[src/rtl/game_ctrl.sv]
// Frame-stepped game state for a flappy-bird style game: bird physics, pipe scroll, scoring.
// Optional define GAME_CTRL_RAND_GAP_EN builds an 8-bit LFSR that randomises the gap on each pipe wrap.
module game_ctrl #(
    parameter int SCREEN_W   = 640,
    parameter int FLOOR_Y    = 440,
    parameter int BIRD_Y0    = 240,
    parameter int BIRD_X     = 160,
    parameter int PIPE_W     = 64,
    parameter int PIPE_SPEED = 2,
    parameter int GRAVITY    = 1,
    parameter int FLAP_VEL   = -8,
    parameter int VMAX       = 8,
    parameter int GAP_Y0     = 200,
    parameter int GAP_MIN    = 80
) (
    input  logic        pix_clk,
    input  logic        pix_rstn,
    input  logic        btn_press,
    input  logic        new_frame,
    input  logic        collide,
    output logic [1:0]  game_state,
    output logic [15:0] bird_y,
    output logic [15:0] pipe_x,
    output logic [15:0] gap_y,
    output logic [15:0] score,
    output logic        upd_done
);

    typedef enum logic [1:0] {
        IDLE = 2'd0,
        PLAY = 2'd1,
        DEAD = 2'd2
    } state_t;

    localparam logic signed [8:0]  GRAV9     = 9'(GRAVITY);
    localparam logic signed [8:0]  VMAX9     = 9'(VMAX);
    localparam logic signed [7:0]  FLAP8     = 8'(FLAP_VEL);
    localparam logic signed [16:0] FLOOR17   = 17'(FLOOR_Y);
    localparam logic [15:0]        FLOOR16   = 16'(FLOOR_Y);
    localparam logic [15:0]        BIRD_Y016 = 16'(BIRD_Y0);
    localparam logic [15:0]        BIRD_X16  = 16'(BIRD_X);
    localparam logic [15:0]        SPEED16   = 16'(PIPE_SPEED);
    localparam logic [15:0]        SCREEN16  = 16'(SCREEN_W);
    localparam logic [15:0]        WRAP16    = 16'(SCREEN_W + PIPE_W);
    localparam logic [15:0]        GAP_Y016  = 16'(GAP_Y0);

    state_t             state_q, state_d;
    logic [15:0]        bird_y_q, bird_y_d;
    logic [15:0]        pipe_x_q, pipe_x_d;
    logic [15:0]        gap_y_q, gap_y_d;
    logic [15:0]        score_q, score_d;
    logic signed [7:0]  vel_q, vel_d;
    logic               flap_q, flap_d;
    logic               upd_q, upd_d;

    logic               flap_eff;
    logic               do_play;
    logic signed [8:0]  vel_inc;
    logic signed [7:0]  vel_new;
    logic signed [16:0] sum;
    logic [15:0]        gap_wrap;

`ifdef GAME_CTRL_RAND_GAP_EN
    localparam logic [15:0] GAP_MIN16 = 16'(GAP_MIN);
    logic [7:0] lfsr_q;

    // Free-running Fibonacci LFSR, taps 8,6,5,4.
    always_ff @(posedge pix_clk) begin
        if (!pix_rstn) begin
            lfsr_q <= 8'hA5;
        end else begin
            lfsr_q <= {lfsr_q[6:0], lfsr_q[7] ^ lfsr_q[5] ^ lfsr_q[4] ^ lfsr_q[3]};
        end
    end

    assign gap_wrap = GAP_MIN16 + {8'd0, lfsr_q};
`else
    assign gap_wrap = GAP_Y016;
`endif

    // A press arriving with the frame pulse belongs to that frame's update.
    assign flap_eff = flap_q | btn_press;

    always_comb begin
        state_d  = state_q;
        bird_y_d = bird_y_q;
        pipe_x_d = pipe_x_q;
        gap_y_d  = gap_y_q;
        score_d  = score_q;
        vel_d    = vel_q;
        flap_d   = flap_eff;
        upd_d    = 1'b0;
        do_play  = 1'b0;
        vel_inc  = {vel_q[7], vel_q} + GRAV9;
        vel_new  = flap_eff ? FLAP8 : ((vel_inc > VMAX9) ? VMAX9[7:0] : vel_inc[7:0]);
        sum      = {1'b0, bird_y_q} + {{9{vel_new[7]}}, vel_new};

        if (new_frame) begin
            upd_d  = 1'b1;
            flap_d = 1'b0;
            case (state_q)
                IDLE: if (flap_eff) do_play = 1'b1;
                PLAY: begin
                    if (collide) state_d = DEAD;
                    else         do_play = 1'b1;
                end
                DEAD: begin
                    if (flap_eff) begin
                        state_d  = IDLE;
                        bird_y_d = BIRD_Y016;
                        vel_d    = 8'sd0;
                        pipe_x_d = SCREEN16;
                        gap_y_d  = GAP_Y016;
                        score_d  = 16'd0;
                    end
                end
                default: state_d = IDLE;
            endcase
        end

        if (do_play) begin
            state_d = PLAY;
            vel_d   = vel_new;
            if (sum[16]) begin
                bird_y_d = 16'd0;
                vel_d    = 8'sd0;
            end else if (sum >= FLOOR17) begin
                bird_y_d = FLOOR16;
                state_d  = DEAD;
            end else begin
                bird_y_d = sum[15:0];
            end

            if (pipe_x_q < SPEED16) begin
                pipe_x_d = WRAP16;
                gap_y_d  = gap_wrap;
            end else begin
                pipe_x_d = pipe_x_q - SPEED16;
                if (pipe_x_q >= BIRD_X16 && pipe_x_d < BIRD_X16 && score_q != 16'hFFFF)
                    score_d = score_q + 16'd1;
            end
        end
    end

    always_ff @(posedge pix_clk) begin
        if (!pix_rstn) begin
            state_q  <= IDLE;
            bird_y_q <= BIRD_Y016;
            vel_q    <= 8'sd0;
            pipe_x_q <= SCREEN16;
            gap_y_q  <= GAP_Y016;
            score_q  <= 16'd0;
            flap_q   <= 1'b0;
            upd_q    <= 1'b0;
        end else begin
            state_q  <= state_d;
            bird_y_q <= bird_y_d;
            vel_q    <= vel_d;
            pipe_x_q <= pipe_x_d;
            gap_y_q  <= gap_y_d;
            score_q  <= score_d;
            flap_q   <= flap_d;
            upd_q    <= upd_d;
        end
    end

    assign game_state = state_q;
    assign bird_y     = bird_y_q;
    assign pipe_x     = pipe_x_q;
    assign gap_y      = gap_y_q;
    assign score      = score_q;
    assign upd_done   = upd_q;

endmodule

[config.mk]
export PLATFORM = sky130hd
export DESIGN_NAME = game_ctrl
export DESIGN_NICKNAME = d
export VERILOG_FILES = /design/src/rtl/game_ctrl.sv
export SDC_FILE = /design/constraint.sdc
export NUM_CORES = 1
export LEC_CHECK = 0
export CORE_UTILIZATION = 36
export CTS_BUF_LIST = sky130_fd_sc_hd__clkbuf_4 sky130_fd_sc_hd__clkbuf_8 sky130_fd_sc_hd__clkbuf_16
export DETAILED_ROUTE_END_ITERATION = 10
export SYNTH_ARGS = -nofsm -noshare
export SYNTH_HDL_FRONTEND = slang
export SYNTH_SLANG_ARGS = --single-unit
[constraint.sdc]
create_clock -name pix_clk -period 7.2 [get_ports pix_clk]
set_clock_uncertainty 0.05 [all_clocks]
set_input_delay 1.08 -clock pix_clk [delete_from_list [all_inputs] [get_ports pix_clk]]
set_output_delay 1.08 -clock pix_clk [all_outputs]
set_load 0.03 [all_outputs]
==> results.md, run 1 <==
- Status: finished, violations left
- Failing checks: design-rule violations
- Clock tree buffer depth: 2
- FMAX: ~160 MHz
- Drt wl/cell: 15.1 um
- Maximum net fanout on the critical path: 9
- Starting DRT DRC Count: 227
- Largest family of logic cells by synthesized area: simple AND/OR/NAND/NOR gates
- Sequential power share: 0.405
- Yosys synthesis warning count: 0
- Post-CTS sizing: 0
- Final Hold Fails: 0
- Vias in the first global route: 3,755
- Rows: 39
- Hold WS: 389 ps
- First-pass GRT wire length: 18,400 um
- Die ar.: 12,500 um^2
- Combinational group share of total power: 0.195
- Mapped Nets: 546
- Rel. slew slack: 0.358
- Switching Fraction: 0.314
- Endpoints failing setup: 0
- Max-cap violations: 0
- TritonCTS clock tree: built
- Power per cell area: about 200 nW/um^2
- Internal: ~0.00075 W
- PnR worst setup slack: 1030 ps
- DR vias: between 3,000 and 4,000
- Post-Synthesis Cells: 517
- Post-synthesis cell type count: 77
- Syn_area_per_cell: 8.41 um^2
- Final #Nets: 611
- CTS clk-pin slew, worst paths: roughly 70 ps
- Wirelength, routed: around 11,000 um
- LEAKAGE: ~2.2 nW
- Largest net degree at the start of global routing: 27
- Post-synth EDFFs: 0
- Startpoint types: input port
- Clock network power share: 0.399
- Synth Flop Type: dfxtp_1
- Post-CTS setup buffers: 0
- Initial antenna violation count: 0
- Synth Area in Compound Gates: 0.211
- Final period utilization: 0.856
- Number of H-tree levels: 3
- Share of cells above drive strength 1: 0.0835
- Pre-CTS WS: 720 ps
- Layout fillers: 1,139
- Area Growth Syn to Fin: 25.4%
- Main area contributors after synthesis: dfxtp_1 35%, ha_1 6.6%, nor2_1 4.2%
- Die width: ~110 um
- Sw Pwr: 0.000346 W
- # IOs: 72
- Clock Tree Root: clkbuf_16
- First-pass iteration count of the detailed router: 7
- Max Slew Vio Count: 0
- Worst Path Arrival: roughly 6400 ps
- Post-synthesis sequential area ratio: 0.345
- ANT nets after route: 0
- Core area: 11,600 um^2
- Post-synthesis simple-gate area fraction: 0.281
- Post-CTS Hold Buffers: 0
- GRT overflow: 0
- I/O Buffers: 70
- Vias per inst: 5.44
- VDD IR max: 107 uV
- Multi-input logic area: 2700 um^2
- Synthesized flop and latch total: between 70 and 80
- Starting Density: 0.374
- CP Data Required Time: 7390 ps
- RSZ-0062 raised after global routing: false
- Crit. End Element: register
- CTS Buf Count: 9
- Yosys top cell area share: 0.345
- Mapped cell area: around 4300 um^2
- Number of diodes: 0
- FF+latch area: ~1500 um^2
- Worst-Margin Slew: 962 ps
- Min cycle time layout: 6170 ps
- Cell accounting for the most synthesized area: dfxtp_1
- GP Congestion: 0.872
- All-Layer GR Usage: 0.182
- Register-to-Register Path Depth: 26
- DRC viols: 11
- Post-synthesis mux area share: 0.0250
- Num Clock Sinks: 75
- Util after Layout: 0.469
- Worst Path Class, Setup: in2reg
- Post-detail-place hpwl: 8050 um
- Post-Synth XOR/XNOR Area: 0.0302
- Asr flop ratio synth: 0
- Post-synthesis adder-cell area fraction: 0.0708
- Min-Delay Path Depth: 1
- Skew-Pair Late Insertion Delay: roughly 340 ps
- Die Height: 112 um
- Worst hold path class: reg2reg
- Setup tns final: 0 ps
==> stage by stage <==
| stage | std cells | area [um^2] | total power [W] |
|---|---|---|---|
| after floorplan | 517 | 4350 | 0.000609 |
| after global placement | 714 | 5160 | 0.000668 |
| after detailed placement | 714 | 5160 | 0.000668 |
| after CTS | 730 | 5450 | 0.00111 |
| after global routing | 730 | 5450 | 0.00116 |
| final | 730 | 5450 | 0.00110 |
==> power by group through the flow <==
stage | clock (W) | combinational (W) | sequential [W]
6_report | 0.000439 | 0.000215 | 0.000446
5_1_grt | 0.000470 | 0.000237 | 0.000448
4_1_cts | 0.000452 | 0.000215 | 0.000445
3_3_place_gp | 0 | 0.000213 | 0.000455
2_1_floorplan | 0 | 0.000143 | 0.000467
3_5_place_dp | 0 | 0.000214 | 0.000455
==> cell usage in the layout, fill, tap and decap left out, drive strengths merged, types with 6 or more instances in the layout <==
cell,count
a21o,9
a21oi,35
a22oi,6
and2,17
and3,18
clkbuf,9
clkdlybuf4s50,70
dfxtp,75
ha,23
inv,26
mux2i,6
nand2,42
nand2b,14
nand3,16
nand4,8
nor2,52
nor2b,6
nor3,13
o211ai,7
o21ai,32
or3,12
xnor2,8
xor2,7
==> layer usage <==
metal  vias to the layer above  wire, um  global-route usage
met3                         6       462              0.0479
li1                       2005         -                   -
met1                      1878      5340               0.233
met2                        80      5180               0.302
met5                         -         0                   0
met4                         0        53              0.0514
==> cell usage after synthesis, types with 3 or more instances <==
cell type,number
dfxtp_1,75
ha_1,23
nand4_1,7
o31ai_1,5
inv_1,20
nor2_1,49
nor3_2,4
or3_1,12
nor3_1,9
o211a_1,3
mux2i_1,6
xnor2_1,8
a21o_1,8
a31oi_1,5
and3_1,17
o21ai_0,30
a211oi_1,3
and2_1,15
a22oi_1,6
nor2b_1,6
o32ai_1,3
nand3_1,16
o21bai_1,4
a21oi_1,35
nand2b_1,14
mux2_2,3
clkbuf_1,12
o211ai_1,7
nand2_1,41
o21a_1,5
xor2_1,7
==> kinds of logic (layout without fill, tap and decap cells) <==
group                      after synthesis  count (layout)
adders and majority gates               24              24
buffers and inverters                   37             107
xor gates and xnor gates                15              15
other                                    1               1
muxes                                   10              10
DFF                                     75              75
and+or+nand+nor                        217             217
AOI/OAI and AO/OA                      138             138
==> final cells by class <==
cell class,count,share of cell area
inverters,20,0.0138
clock buffers,9,0.0413
clock inverters,7,0.0119
multi-input cells,405,0.495
well taps,143,0.0328
repair buffers,71,0.130
flip-flops and latches,75,0.275
==> worst max-delay path, stage by stage <==
cell and delay (ps):
clkdlybuf4s50_1 460, nor2_1 420, o21ai_1 210, nor2_1 150, ha_1 190, inv_1 60
fa_1 390, nand3b_1 230, a211oi_1 400, nor4b_1 150, o31ai_1 340, a21oi_1 120
o21bai_1 140, a21oi_1 80, o21bai_1 130, ha_1 290, inv_1 90, o211a_1 150
o211ai_1 100, a311oi_1 220, nand4_1 180, nor3_2 370, nand2b_1 150, o32ai_1 250
==> sequential cells by signal, indices dropped and copies added (netlist names) <==
register / flops
game_state: 2
upd_done: 1
vel_q: 8
gap_y: 16
bird_y: 16
pipe_x: 15
flap_q: 1
score: 16
==> final timing paths <==
kind,from,to,slack [ps]
max,btn_press,bird_y[1]$_SDFFE_PN0P_,1030
min,gap_y[6]$_SDFF_PN1_,gap_y[6]$_SDFF_PN1_,390
max reg2reg,vel_q[4]$_SDFFE_PN0P_,bird_y[1]$_SDFFE_PN0P_,1310
min reg2reg,gap_y[6]$_SDFF_PN1_,gap_y[6]$_SDFF_PN1_,390
Power figures use the tool's default switching activity.
==> run 2: changes to the inputs <==
Settings changed: ABC_AREA from default to 1, CAP_MARGIN from default to 0.
==> run 2 against run 1 <==
Compared with the run above: the run now ends clean; design area up 10%; combinational power is 44% higher; cell count increased by 40%; sequential cell count unchanged; area after synthesis grew 13%; clock power rose by 3%; fmax is 38% higher; sequential share of layout area is 2.6 points lower; via count is 17% higher; synthesized cell count up 50%; sequential power increased by 3%; non-clock buffer count unchanged.
==> results.md, run 2 <==
- Die width: 119 um
- Dpl cells: 1,003
- Rel. slew slack: 0.480
- Starting Density: 0.370
- Main area contributors after synthesis: dfxtp_1 31%, nand2_1 17%, inv_1 8.9%
- GRT overflow: 0
- Starting DRT DRC Count: 289
- Vias in the first global route: about 4,300
- Synth Flop Type: dfxtp_1
- CTS Buf Count: 9
- Startpoint types: input port
- All-Layer GR Usage: 0.183
- Number of diodes: 0
- CTS clk-pin slew, worst paths: 70 ps
- R2r setup slk: 2730 ps
- Post-CTS setup buffers: 0
- DR vias: approximately 4,600
- First-pass GRT wire length: 21,000 um
- Top-count cell post-synth: nand2_1
- Worst Path Arrival: 4660 ps
- GP Congestion: roughly 0.88
- Final Hold Fails: 0
- # IOs: 72
- Mapped Nets: 803
- Yosys top cell area share: 0.305
- First-pass iteration count of the detailed router: 5
- Max Slew Vio Count: 0
- Capture point of the worst reg-to-reg path: bird_y[7]$_SDFFE_PN1P_
- Initial antenna violation count: 0
- Num Clock Sinks: 75
- Asr flop ratio synth: 0
- Core area: 13,300 um^2
- I/O Buffers: 70
- Final Cell Area: 6010 um^2
- Post-CTS Hold Buffers: 0
- Register-to-Register Path Depth: 29
- ANT nets after route: 0
- Post-route insts no fill: 1,019
- Final period utilization: 0.623
- Multi-input logic area: 2820 um^2
- Post-synthesis cell type count: 41
- Worst-Margin Slew: approximately 780 ps
- Util after Layout: 0.452
- Max-cap violations: 0
- Power per cell area: 203 nW/um^2
- Status: finished, final reports clean
- Area Growth Syn to Fin: 22.2%
- Min-Delay Startpoint: gap_y[14]$_SDFF_PN0_
- Number of H-tree levels: 3
- Mapped cell area: 4920 um^2
- Share of cells above drive strength 1: 0.0605
- Post-CTS sizing: 0
- Most common cell after layout, fill and taps aside: nand2_1
- Clock Tree Root: clkbuf_16
- Post-synth EDFFs: 0
- Final #Nets: approximately 870
- Highest-count cells in the layout ignoring fill and taps: 227 x nand2_1, 116 x inv_1, 110 x nor2_1
- Endpoints failing setup: 0
- RSZ-0062 raised after global routing: false
- Post-detailed-placement cell area: approximately 5700 um^2
- Worst hold endpoint: gap_y[14]$_SDFF_PN0_
- Layout fillers: 1,403
- Die ar.: 14,100 um^2
- Hold WS: 376 ps
- Syn_area_per_cell: 6.35 um^2
- Post-synth top cells: 227 x nand2_1, 116 x inv_1, 110 x nor2_1, 75 x dfxtp_1, 60 x nand3_1
- Worst hold path class: reg2reg
- Crit. End Element: register
- Largest net degree at the start of global routing: 46
- Clock tree buffer depth: 2
- FMAX: between 200 and 250 MHz
- Drt wl/cell: 11.9 um
- Post-synthesis sequential area ratio: 0.305
- Skew-Pair Late Insertion Delay: 340 ps
- Cell accounting for the most synthesized area: dfxtp_1
- Wirelength, routed: roughly 12,000 um
- LEAKAGE: 2.80 nW
- Post-detail-place hpwl: 8900 um
- Post-Synthesis Cells: 774
- Min-Delay Path Depth: 2
- TritonCTS clock tree: built
- Yosys synthesis warning count: 0
- Setup tns final: 0 ps
- CP Data Required Time: 7380 ps
- Critical R2R Launch: vel_q[0]$_SDFFE_PN0P_
- Worst Path Class, Setup: in2reg
- Synthesized flop and latch total: 75
- Maximum net fanout on the critical path: 10
- Rows: 42
- DRC viols: 0
- FF+latch area: ~1500 um^2
- Min cycle time layout: 4480 ps
- Vias per inst: 4.55
- Die Height: 119 um
- VDD IR max: 135 uV
run 2: worst max-delay path by stage:
| stage | cells after the start | from | to | slack, ps |
|---|---|---|---|---|
| global route | 28 | vel_q[0]$_SDFFE_PN0P_ | bird_y[7]$_SDFFE_PN1P_ | 2160 |
| detailed placement | 21 | btn_press | bird_y[7]$_SDFFE_PN1P_ | 2380 |
| floorplan | 29 | vel_q[0]$_SDFFE_PN0P_ | bird_y[5]$_SDFFE_PN1P_ | 3330 |
| finish | 20 | btn_press | bird_y[7]$_SDFFE_PN1P_ | 2720 |
| CTS | 20 | btn_press | bird_y[7]$_SDFFE_PN1P_ | 2710 |
| global placement | 21 | btn_press | bird_y[5]$_SDFFE_PN1P_ | 2520 |
run 2: area by class of cell:
cell class	count	share of cell area
sequential	75	0.250
clock buffer	10	0.0398
clock inverter	6	0.00875
timing repair buffer	71	0.118
tap	176	0.0367
inverter	123	0.0773
multi-input combinational	558	0.470
run 2: logic make-up (layout without fill, tap and decap cells):
kind of cell	after synthesis	after routing	synth area share
and+or+nand+nor	438	438	0.378
buffers and inverters	141	210	0.121
DFF	75	75	0.305
AOI/OAI and AO/OA	58	58	0.0656
xor gates and xnor gates	37	37	0.0674
adders and majority gates	24	24	0.0626
other	1	1	0.000762
run 2: per-layer routing:
layer	global-route usage	vias to the layer above	wire (um)
met1	0.262	2024	6260
met2	0.273	94	5050
li1	-	2506	-
met3	0.0354	17	559
met5	0	-	0
met4	0.0625	0	221
run 2: per-stage QoR:
| step | setup WS [ps] | total power [W] |
|---|---|---|
| 2_1_floorplan | 3330 | 0.000700 |
| 3_3_place_gp | 2520 | 0.000778 |
| 3_5_place_dp | 2380 | 0.000777 |
| 4_1_cts | 2710 | 0.00124 |
| 5_1_grt | 2160 | 0.00129 |
| 6_report | 2720 | 0.00122 |
run 2: power by group:
group	internal [W]	leakage (nW)	switching, W
combinational	0.000109	2.05	0.000201
sequential	0.000434	0.610	0.0000244
clock	0.000249	0.138	0.000203
run 2: critical path, cell delays in order:
cell,delay [ps]
clkdlybuf4s50_1,420
nor2_2,300
nand2_1,370
ha_1,480
nand2_1,120
nor2_1,180
and2_1,150
nand2_1,60
nand2_1,90
a21oi_1,60
o21bai_1,170
ha_1,310
inv_1,90
nand3_1,70
nor2_1,100
nand3_1,100
nand2_1,170
nand2_1,110
o21ai_0,160
nand2_1,60
==> run 3: changes to the inputs <==
Clock period 7.2 ns to 3.99 ns, I/O delays scaled along.
==> run 3 against run 2 <==
Compared with the run above: the run now ends with negative setup slack left; cell count increased by 4.6%; sequential cell count unchanged; sequential share of layout area decreased by 2.9 points; non-clock buffer count increased by 47; register-to-register slack got worse by 2900 ps; clock power increased by 90%; worst setup slack got worse by 2800 ps; total power increased by 93%; via count increased by 6.1%; hold slack got worse by 1.7 ps; largest cell class unchanged.
==> results.md, run 3 (synthesis results as in run 2) <==
- Die ar.: between 10,000 and 15,000 um^2
- Die width: 119 um
- Max Slew Vio Count: 0
- DRC viols: 0
- Largest net degree at the start of global routing: 45
- First-pass GRT wire length: approximately 22,000 um
- Core area: 13,300 um^2
- ANT nets after route: 0
- Clock tree buffer depth: 2
- Final #Nets: 914
- Rel. slew slack: 0.513
- # IOs: 72
- Highest-count cells in the layout ignoring fill and taps: 204 x nand2_1, 112 x inv_1, 102 x nor2_1
- Min cycle time layout: 4120 ps
- Worst Path Class, Setup: reg2reg
- Number of H-tree levels: 3
- CP Data Required Time: 4160 ps
- TritonCTS clock tree: built
- Endpoints failing setup: 9
- First-pass iteration count of the detailed router: 4
- Final Cell Area: ~7000 um^2
- Share of cells above drive strength 1: 0.184
- Power per cell area: 346 nW/um^2
- Worst-Margin Slew: about 730 ps
- Area Growth Syn to Fin: 38.6%
- Starting Density: 0.370
- Failing checks: negative setup slack
- Post-route insts no fill: 1,066
- Worst Path Arrival: 4290 ps
- Vias in the first global route: 4,676
- Post-detail-place hpwl: between 9000 and 10,000 um
- GRT overflow: 0
- Crit. End Element: register
- Num Clock Sinks: 75
- LEAKAGE: 3.09 nW
- Final period utilization: 1.03
- Most common cell after layout, fill and taps aside: nand2_1
- Critical Path Max Stage Delay: 360 ps
- CTS clk-pin slew, worst paths: 70 ps
- All-Layer GR Usage: 0.191
- Max-cap violations: 0
- Initial antenna violation count: 0
- Starting DRT DRC Count: between 200 and 300
- Final Hold Fails: 0
- VDD IR max: between 200 and 300 uV
- Number of diodes: 0
- Slowest CP cell: dfxtp_4
- Hold WS: 374 ps
- CTS Buf Count: 9
- Die Height: 119 um
- Dpl cells: approximately 1,000
- FMAX: 243 MHz
- Status: finished, violations left
- PnR worst setup slack: -132 ps
- Vias per inst: 4.62
- Tot Pwr: 0.00236 W
- Worst hold path class: reg2reg
- GP Congestion: 0.833
- Min-Delay Path Depth: 2
- Maximum net fanout on the critical path: 3
- Wirelength, routed: 13,200 um
- I/O Buffers: 70
- Skew-Pair Late Insertion Delay: 350 ps
- Rows: 42
- Post-detailed-placement cell area: 5920 um^2
- Register-to-Register Path Depth: 31
- RSZ-0062 raised after global routing: true
- Drt wl/cell: between 10 and 15 um
- Startpoint types: register
- Cell mode on critical path: nand2_2
- Clock Tree Root: clkbuf_16
- Post-CTS Hold Buffers: 0
- DR vias: 4,923
-- run 3: cell types whose count changed in the layout (fill, tap and decap cells not counted), moves of 5 or more --
cell     before  now
buf_4         1   41
ha_1         23   11
ha_4          0   12
nand2_1     227  204
nand2_2       7   25
nand2_4       1    6
nand3_1      60   52
nor2_1      110  102
-- run 3: where the power goes --
| part | leakage [nW] | internal [W] | switching, W | total [W] |
|---|---|---|---|---|
| Combinational | 2.33 | 0.000266 | 0.000405 | 0.000672 |
| Sequential | 0.611 | 0.000782 | 0.0000481 | 0.000830 |
| Clock | 0.150 | 0.000508 | 0.000351 | 0.000859 |
-- run 3: worst max-delay path, delay by kind of cell, from the launching register on --
kind,cells,cell delay (ps)
simple gates,17,1650
fa+ha+maj,4,890
compound gates,4,440
buf+inv,5,430
flops,1,360
xor+xnor,1,180
-- run 3: area by class of cell --
| class | instances | area, um^2 |
|---|---|---|
| timing repair buffer | 118 | 1110 |
| multi-input combinational | 558 | 3210 |
| clock inverter | 6 | 72.6 |
| fill | 1341 | 6480 |
| sequential | 75 | 1510 |
| tap | 176 | 220 |
| inverter | 123 | 464 |
| clock buffer | 10 | 239 |
-- run 3: timing repair --
action / 4_1_cts / 5_1_grt
pin swaps: 19 / 30
resized for setup: 40 / 52
cloned: 1 / 1
setup endpoints to repair: 11 / 18
setup buffers: 15 / 4
-- run 3: layer usage --
layer | track usage | part of all wire
met5 | 0 | 0
met4 | 0.0491 | 0.0099
met3 | 0.0450 | 0.048
met2 | 0.317 | 0.46
met1 | 0.249 | 0.48
-- run 3: per-stage QoR --
step	setup TNS [ps]	util	setup slack [ps]
detailed placement	-1010	0.446	-156
floorplan	0	-	121
global route	-4690	0.513	-371
CTS	0	0.494	9.22
finish	-647	0.513	-132
global placement	-10.5	0.446	-10.5
-- run 3: worst paths after layout --
check	from	endpoint	slack (ps)
setup / recovery	vel_q[0]$_SDFFE_PN0P_	bird_y[3]$_SDFFE_PN0P_	-130
hold / removal	gap_y[12]$_SDFF_PN0_	gap_y[12]$_SDFF_PN0_	370
setup reg to reg	vel_q[0]$_SDFFE_PN0P_	bird_y[3]$_SDFFE_PN0P_	-130
hold reg to reg	gap_y[12]$_SDFF_PN0_	gap_y[12]$_SDFF_PN0_	370
